$ cat config.mk
export PLATFORM = sky130hd
export DESIGN_NAME = cavlc_coeff_scan
export DESIGN_NICKNAME = d
export VERILOG_FILES = /design/src/rtl/cavlc_coeff_scan.sv
export SDC_FILE = /design/constraint.sdc
export NUM_CORES = 1
export LEC_CHECK = 0
export BUFFER_PORTS_ARGS = -buffer_cell sky130_fd_sc_hd__buf_4
export CORE_AREA = 2 2 238 240
export CTS_BUF_LIST = sky130_fd_sc_hd__clkbuf_4 sky130_fd_sc_hd__clkbuf_8
export DETAILED_ROUTE_END_ITERATION = 12
export DIE_AREA = 0 0 240 242
export PLACE_DENSITY_LB_ADDON = 0.12
export SLEW_MARGIN = 20
export SYNTH_ARGS = -nofsm -noshare
export SYNTH_HDL_FRONTEND = slang
export SYNTH_SLANG_ARGS = --single-unit
$ cat constraint.sdc
create_clock -name clk -period 16.8 [get_ports clk]
set_input_delay 0 -clock clk [delete_from_list [all_inputs] [get_ports clk]]
set_output_delay 0 -clock clk [all_outputs]
set_load 0.02 [all_outputs]
$ cat src/rtl/cavlc_coeff_scan.sv
// cavlc_coeff_scan: accepts one quantised 4x4 block, walks it in reverse zig-zag order
// (one coefficient per cycle) and produces the CAVLC symbol set for the bitstream packer.
module cavlc_coeff_scan (
  input  logic               clk,
  input  logic               rst,
  input  logic               h264_reset,
  input  logic               dctq_valid_i,
  input  logic signed [14:0] dctq_i [0:3][0:3],
  input  logic [9:0]         topleft_x_i,
  input  logic [9:0]         topleft_y_i,
  output logic               cnt_ready_o,
  output logic               out_valid_o,
  input  logic               out_ready_i,
  output logic [4:0]         total_coeff_o,
  output logic [1:0]         trailing_ones_o,
  output logic [2:0]         t1_signs_o,
  output logic [3:0]         total_zeros_o,
  output logic signed [14:0] level_o [0:15],
  output logic [3:0]         run_o [0:15],
  output logic [9:0]         blk_x_o,
  output logic [9:0]         blk_y_o
);

  // Zig-zag scan index -> raster index {row, col}.
  localparam logic [3:0] ZZ [16] = '{
    4'd0, 4'd1, 4'd4, 4'd8, 4'd5, 4'd2, 4'd3, 4'd6,
    4'd9, 4'd12, 4'd13, 4'd10, 4'd7, 4'd11, 4'd14, 4'd15
  };

  typedef enum logic [1:0] {StIdle, StScan, StDone} state_e;

  state_e             state_q;
  logic [3:0]         k_q;
  logic signed [14:0] coef_q [16];   // captured block, stored in scan order
  logic               seen_q;        // a nonzero has been met in this scan
  logic               t1_open_q;     // trailing-ones window still open
  logic               cnt_ready_q;
  logic               out_valid_q;
  logic [4:0]         tc_q;
  logic [1:0]         t1_q;
  logic [2:0]         signs_q;
  logic [3:0]         tz_q;
  logic signed [14:0] level_q [16];
  logic [3:0]         run_q [16];
  logic [9:0]         blk_x_q;
  logic [9:0]         blk_y_q;

  logic signed [14:0] scan_in [16];
  logic signed [14:0] cur_c;
  logic               cur_nz;
  logic               cur_one;
  logic [3:0]         run_idx;

  // Reorder the incoming raster block into scan order for capture.
  always_comb begin
    for (int k = 0; k < 16; k++) begin
      scan_in[k] = dctq_i[ZZ[k][3:2]][ZZ[k][1:0]];
    end
  end

  // Classify the coefficient under the scan pointer.
  always_comb begin
    cur_c   = coef_q[k_q];
    cur_nz  = (cur_c != 15'sd0);
    cur_one = (cur_c == 15'sd1) || (cur_c == -15'sd1);
    // Run of the most recently emitted level.
    run_idx = tc_q[3:0] - 4'd1;
  end

  // Control FSM with registered handshake and symbol outputs.
  always_ff @(posedge clk) begin
    if (rst || h264_reset) begin
      state_q     <= StIdle;
      k_q         <= 4'd0;
      seen_q      <= 1'b0;
      t1_open_q   <= 1'b0;
      cnt_ready_q <= 1'b1;
      out_valid_q <= 1'b0;
      tc_q        <= 5'd0;
      t1_q        <= 2'd0;
      signs_q     <= 3'd0;
      tz_q        <= 4'd0;
      blk_x_q     <= 10'd0;
      blk_y_q     <= 10'd0;
      for (int i = 0; i < 16; i++) begin
        level_q[i] <= '0;
        run_q[i]   <= '0;
      end
    end else begin
      case (state_q)
        StIdle: begin
          if (dctq_valid_i) begin
            state_q     <= StScan;
            k_q         <= 4'd15;
            seen_q      <= 1'b0;
            t1_open_q   <= 1'b1;
            cnt_ready_q <= 1'b0;
            tc_q        <= 5'd0;
            t1_q        <= 2'd0;
            signs_q     <= 3'd0;
            tz_q        <= 4'd0;
            blk_x_q     <= topleft_x_i;
            blk_y_q     <= topleft_y_i;
            for (int i = 0; i < 16; i++) begin
              coef_q[i]  <= scan_in[i];
              level_q[i] <= '0;
              run_q[i]   <= '0;
            end
          end
        end
        StScan: begin
          if (cur_nz) begin
            level_q[tc_q[3:0]] <= cur_c;
            tc_q               <= tc_q + 5'd1;
            seen_q             <= 1'b1;
            if (t1_open_q && cur_one && (t1_q != 2'd3)) begin
              signs_q[t1_q] <= cur_c[14];
              t1_q          <= t1_q + 2'd1;
            end else begin
              t1_open_q <= 1'b0;
            end
          end else if (seen_q) begin
            // Leading zeros (above the highest nonzero) are not coded.
            run_q[run_idx] <= run_q[run_idx] + 4'd1;
            tz_q           <= tz_q + 4'd1;
          end
          k_q <= k_q - 4'd1;
          if (k_q == 4'd0) begin
            state_q     <= StDone;
            out_valid_q <= 1'b1;
          end
        end
        StDone: begin
          if (out_ready_i) begin
            state_q     <= StIdle;
            out_valid_q <= 1'b0;
            cnt_ready_q <= 1'b1;
          end
        end
        default: state_q <= StIdle;
      endcase
    end
  end

  assign cnt_ready_o     = cnt_ready_q;
  assign out_valid_o     = out_valid_q;
  assign total_coeff_o   = tc_q;
  assign trailing_ones_o = t1_q;
  assign t1_signs_o      = signs_q;
  assign total_zeros_o   = tz_q;
  assign level_o         = level_q;
  assign run_o           = run_q;
  assign blk_x_o         = blk_x_q;
  assign blk_y_o         = blk_y_q;

endmodule

==> metrics.yaml, run 1 <==
postSynthCellCount: 1541
synth_edf_count: 240
cp_slowest_stage_delay_ps: 890
drtPass1Iterations: 5
gp_congestion: 0.810
r2r_end: "level_o[59]"
ys_types: 48
drt_iter0_drc: 991
critical_path_class: "flop to flop"
whs_path_depth: 2
synth_seq_cells: 592
synth_compound_area_share_pct: 13.0
hpwl_um: 50000
yosysTopAreaCell: "edfxtp_1"
synthesis.nets: 1820
endpoint_kind: "flop"
ys_top_cells_by_area: "edfxtp_1 (33%), dfxtp_1 (33%), o2bb2ai_1 (8.4%), mux4_2 (8.3%), mux2i_1 (3.0%)"
rows: 87
worstPathMaxFanout: 65
maxSlewHeadroom_pct: 27.5
drc: 0
yosys_warnings: 0
power_density_mw_per_mm2: 92.8
postRouteAntennaNets: 0
finClkSkew_ps: 52.3
drv_slew: 0
dpl.cell_count: 2782
synth_xor_area_share_pct: 0.202
cts_setup_buffers: 0
finalSetupViolCount: 0
start_util_pct: 38.9
layout-drive-gt1-share_pct: 33.3
syn_area_sq_mm: 0.0217
synthSimpleGateAreaFrac_pct: 6.04
worstSkewPairLatency_ps: 720
drv_cap: 0
cts_sinks: 592
grt_pass1_vias: 18800
rsz0062_at_grt: "no"
grt_max_degree: 86
wl_per_cell_um: 22.7
crit_chain: "buf_4, mux4_2, a22oi_1, nand2_1, nor4_1, nand4_1, o21a_4, o21ai_1, a22o_1"
fin_crit_ps: 4820
fmaxAchievable_mhz: 208
dieHeight_um: 242
fill_cells: 4287
fin_tns_setup_ps: 0
required_ps: 17430
min_from: "dctq_i[150]"
htree_levels: 3
wirelength_um: 79200
outcome: "finished clean"
ioPinCount: 605
grt_pass1_wl_um: 116000
rrSetupSlack_ps: 11980
antenna_found_initial: 16
peakVddDrop_mv: 0.0650
final_util_pct: 61.0
cts_root_buf: "clkbuf_8"
seq_area_frac_synth_pct: 65.8
synthArstFlopShare_pct: 0
avgSynthCellArea_sq_um: 14.1
hold_path.class: "input pin to flop"
tightestPinTransition_ps: 1080
dieWidth_um: 240
stdcell_count: 3487
fin_worst_hold_slack_ps: 50.2
synth_top_area_share_pct: 33.3
clock_path_buffers: 3
synthAdderAreaFrac_pct: 0.808
r2r_cells: 9
min_period_over_period_pct: 28.7
finalHoldViolCount: 0
synth_top_family_by_area: "compound AO/OA/AOI/OAI gates"
cts_buffers: 101
p_leak_nw: 13.5
worstPathArrival_ps: 5450
clk_pin_slew_ps: 60
track_usage_pct: 26.7
vias: 17800
synth.area.mux_share_pct: 11.4
overflow: 0
final_nets: 2913
synth_flop_cell: "dfxtp_1"
syn2layout_area_growth_pct: 56.7
drt-vias-per-instance: 5.09
start_kind: "flop"
slowest_stage: "o21ai_1"
power_w: 0.00315
core_sq_mm: 0.0557
hold_path_end: "coef_q[4][0]"
port_buffers: 604
cts_tree: "done"
dieArea_sq_mm: 0.0581
[area by class of cell]
type                    instances  area (sq um)  share of cell area (%)
flip-flops and latches        592         14300                    42.0
clock buffers                 148          1850                    5.44
clock inverters                37           275                   0.810
well taps                     756           946                    2.78
inverters                       8          30.0                  0.0884
multi-input cells             807          6870                    20.2
repair buffers               1124          9700                    28.6
diodes                         15          37.5                   0.110
[flip-flops by register name (all words and copies together) (netlist names), 2 cells and up, named ones only]
signal	count
coef_q	240
level_o	240
run_o	64
blk_x_o	10
blk_y_o	10
total_coeff_o	5
k_q	4
total_zeros_o	4
t1_signs_o	3
state_q	2
trailing_ones_o	2
[placed cells by master, fill, tap and decap left out, drive strengths merged, types with 5 or more instances in the layout]
cell / Yosys / routed
nor4: 5 / 5
inv: 8 / 12
mux2i: 66 / 66
buf: 45 / 619
dlygate4sd3: 0 / 505
mux4: 80 / 80
o21ai: 26 / 26
nor2: 30 / 30
ha: 14 / 14
a22oi: 30 / 30
edfxtp: 240 / 240
and3: 5 / 5
diode: 0 / 15
a32o: 21 / 21
nor3: 7 / 7
clkinv: 0 / 30
or3: 18 / 18
clkbuf: 89 / 148
nand2: 173 / 173
dfxtp: 352 / 352
o2bb2ai: 208 / 208
nor2b: 7 / 7
a22o: 7 / 7
nand3: 35 / 35
a21oi: 30 / 30
o21a: 7 / 7
[cell usage after synthesis (4+ instances only)]
| master | n |
|---|---|
| dfxtp_1 | 352 |
| edfxtp_1 | 240 |
| o2bb2ai_1 | 208 |
| nand2_1 | 173 |
| clkbuf_1 | 89 |
| mux4_2 | 80 |
| mux2i_1 | 66 |
| buf_2 | 35 |
| nand3_1 | 35 |
| a21oi_1 | 30 |
| a22oi_1 | 30 |
| nor2_1 | 30 |
| a32o_1 | 21 |
| or3_1 | 18 |
| ha_1 | 14 |
| o21ai_2 | 14 |
| o21ai_0 | 10 |
| inv_1 | 8 |
| a22o_1 | 7 |
| nor2b_1 | 7 |
| nor3_1 | 7 |
| o21a_1 | 7 |
| and3_1 | 5 |
| buf_1 | 5 |
| nor4_1 | 5 |
| and2_1 | 4 |
| nand4_1 | 4 |
[worst max-delay path by stage]
stage / cells after the start / to / startpoint
after floorplan: 4 / coef_q[0][0] / state_q[1]
after detailed placement: 9 / level_o[108] / flop
after CTS: 9 / level_o[100] / flop
after global placement: 9 / level_o[93] / flop
final: 9 / level_o[59] / flop
after global routing: 9 / level_o[100] / flop
[through the flow]
stage	setup WS [ps]	area (sq um)
floorplan	5140	21700
CTS	11920	33900
global route	11610	34000
detailed placement	11970	26700
finish	11980	34000
global placement	11990	26700
[kinds of logic after synthesis]
group / after synthesis
compound gates: 343
buf+inv: 142
simple gates: 298
mux: 147
xor+xnor: 5
flops: 592
fa+ha+maj: 14
[critical path: cells and delay by family (launching register included)]
family,cells,cell delay (ps)
compound gates,4,1840
buf+inv,1,840
flops,1,520
mux,1,630
simple gates,3,820
[where the power goes]
part	total (W)	switching, W	internal [W]
sequential	0.00153	0.00000905	0.00152
clock	0.00135	0.000611	0.000743
combinational	0.000269	0.000117	0.000152
[per-layer routing]
layer,part of all wire [%],track usage [%]
met3,6.5,7.12
met2,51,47.0
met4,4.7,13.3
met1,37,29.6
met5,0.035,0
[repair_timing]
item,CTS,global route
resized for setup,0,0
endpoints found under the hold margin,276,3
hold buffers,502,3
Note: power is estimated with default switching activity, not from simulation.
==> run 2: changes to the inputs <==
--- a/config.mk
+++ b/config.mk
@@ -5,11 +5,12 @@
 export SDC_FILE = /design/constraint.sdc
 export NUM_CORES = 1
 export LEC_CHECK = 0
+export ABC_AREA = 1
 export BUFFER_PORTS_ARGS = -buffer_cell sky130_fd_sc_hd__buf_4
-export CORE_AREA = 2 2 238 240
+export CORE_AREA = 2 2 234 236
 export CTS_BUF_LIST = sky130_fd_sc_hd__clkbuf_4 sky130_fd_sc_hd__clkbuf_8
 export DETAILED_ROUTE_END_ITERATION = 12
-export DIE_AREA = 0 0 240 242
+export DIE_AREA = 0 0 236 238
 export PLACE_DENSITY_LB_ADDON = 0.12
 export SLEW_MARGIN = 20
 export SYNTH_ARGS = -nofsm -noshare
==> constraint.sdc (replaced) <==
create_clock -name clk -period 5 [get_ports clk]
set_input_delay 0 -clock clk [delete_from_list [all_inputs] [get_ports clk]]
set_output_delay 0 -clock clk [all_outputs]
set_load 0.02 [all_outputs]
==> metrics.yaml, run 2 <==
worstPathMaxFanout: 129
critical_path_class: "flop to flop"
htree_levels: 3
clock_path_buffers: 3
peakVddDrop_mv: 0.248
cts_root_buf: "clkbuf_8"
synthesis.nets: 2969
min_from: "dctq_i[10]"
start_util_pct: 44.1
gp_congestion: 0.882
start_kind: "flop"
drtPass1Iterations: 7
synth_flop_cell: "dfxtp_1"
clk_pin_slew_ps: 60
maxSlewHeadroom_pct: 26.5
syn2layout_area_growth_pct: 48.4
finalSetupViolCount: 0
grt_max_degree: 160
dieArea_sq_mm: 0.0562
antenna_found_initial: 7
synth_seq_cells: 592
dieHeight_um: 238
pre_cts_ws_ps: 1010
placed_area_sq_mm: 0.0286
synth_compound_area_share_pct: 10.1
cts_tree: "done"
yosys_warnings: 0
cp_slowest_stage_delay_ps: 430
stdcell_count: 4482
final_area_sq_mm: 0.0350
wirelength_um: 95700
postLayoutSetupSlackWorst_ps: 862
vias: 23700
drt-vias-per-instance: 5.29
power_density_mw_per_mm2: 312
synth_top_family_by_area: "simple AND/OR/NAND/NOR gates"
drc: 0
postSynthCellCount: 2690
cts_sinks: 592
core_sq_mm: 0.0535
required_ps: 5520
yosysTopAreaCell: "edfxtp_1"
ioPinCount: 605
syn_area_sq_mm: 0.0236
avgSynthCellArea_sq_um: 8.77
synth.area.mux_share_pct: 0
wl_per_cell_um: 21.4
seq_area_frac_synth_pct: 60.4
fmaxAchievable_mhz: 242
yosysMostFrequentCell: "nand2_1"
synthSimpleGateAreaFrac_pct: 23.1
worstSkewPairLatency_ps: 710
port_buffers: 604
drv_cap: 0
crit_chain: "buf_12, nand2_1, nand3_1, nand3_1, nand3_1, nand2_2, buf_4, nor2_1, nand2_1, nor2_1, nand2_1, nand2_4, nand2_2, nor2_1, nor2_1, nand2_1, a21oi_1"
synth_top_area_share_pct: 30.6
outcome: "finished clean"
synthAdderAreaFrac_pct: 0.743
dieWidth_um: 236
cts_buffers: 99
drt_iter0_drc: 2283
dpl.cell_count: 3868
ys_top_cells_by_count: "nand2_1 (979), dfxtp_1 (352), a21oi_1 (333), edfxtp_1 (240), nand3_1 (202)"
synth_edf_count: 240
final_cell_mix: "nand2_1 (979), buf_4 (639), dlygate4sd3_1 (428)"
ys_top_cells_by_area: "edfxtp_1 (31%), dfxtp_1 (30%), nand2_1 (16%), a21oi_1 (7.1%), nand3_1 (4.3%)"
drv_slew: 0
rsz0062_at_grt: "no"
rows: 85
grt_pass1_vias: 23600
slowest_stage: "nor2_1"
finClkSkew_ps: 35.4
fin_crit_ps: 4140
worstPathArrival_ps: 4660
finalHoldViolCount: 0
ctsResizeCount: 0
layout_commonest_cell: "nand2_1"
min_period_over_period_pct: 82.8
synthArstFlopShare_pct: 0
layout-drive-gt1-share_pct: 22.9
hpwl_um: 58200
p_leak_nw: 14.2
grt_pass1_wl_um: 142000
track_usage_pct: 33.0
postRouteAntennaNets: 0
tightestPinTransition_ps: 1100
overflow: 0
endpoint_kind: "flop"
synth_xor_area_share_pct: 0.149
hold_path.class: "input pin to flop"
fin_tns_setup_ps: 0
final_nets: 3980
ys_types: 42
==> run 2: worst paths after layout <==
kind | endpoint | slack (ps) | cells past startpoint
worst max-delay path | run_o[27] | 860 | 17
worst min-delay path | coef_q[15][10] | 40 | 2
worst max register to register | run_o[27] | 860 | 17
worst min register to register | total_zeros_o[3] | 450 | 1
==> run 2: metrics by stage <==
stage                     hold slack [ps]  power, W  util (%)
after floorplan                      98.9   0.00571         -
after global placement                179   0.00617      53.5
after detailed placement              179   0.00619      53.5
after CTS                           0.512    0.0108      65.4
after global routing                 1.07    0.0112      65.4
final                                40.6    0.0109      65.4
==> run 2: critical path, delay by kind of cell, from the launching register on <==
family	cells	cell delay [ps]
flip-flops	1	360
AO/OA/AOI/OAI	1	60
AND/OR/NAND/NOR	14	2780
buffers and inverters	2	630
==> run 2: logic make-up after synthesis <==
family / Yosys count
and+or+nand+nor: 1332
buffers and inverters: 305
xor gates and xnor gates: 4
adders and majority gates: 14
DFF: 592
AOI/OAI and AO/OA: 443
==> run 2: what timing repair did <==
item | in CTS | in global routing
hold buffers | 428 | 0
setup buffers | 0 | 0
endpoints found under the hold margin | 278 | 0
==> run 2: power breakdown <==
group	switching, W	internal, W	leakage (nW)
Clock	0.00207	0.00245	1.10
Sequential	0.0000299	0.00511	5.04
Combinational	0.000761	0.000505	8.10
Total	0.00286	0.00806	14.2
==> run 2: routing by layer <==
layer  GRT usage [%]  vias to the layer above  wire length [um]
met4            17.1                        2              5180
met5               0                        -                17
met2            56.8                     1374             47100
met1            38.5                    11200             34900
li1                -                    10900                 -
met3            7.72                      282              8500
==> run 2: layout make-up <==
class / count / area (sq um)
antenna: 5 / 12.5
tap: 696 / 871
timing repair buffer: 1071 / 9160
fill: 4169 / 18500
clock buffer: 151 / 1870
multi-input combinational: 1793 / 8070
clock inverter: 30 / 195
sequential: 592 / 14300
inverter: 144 / 549
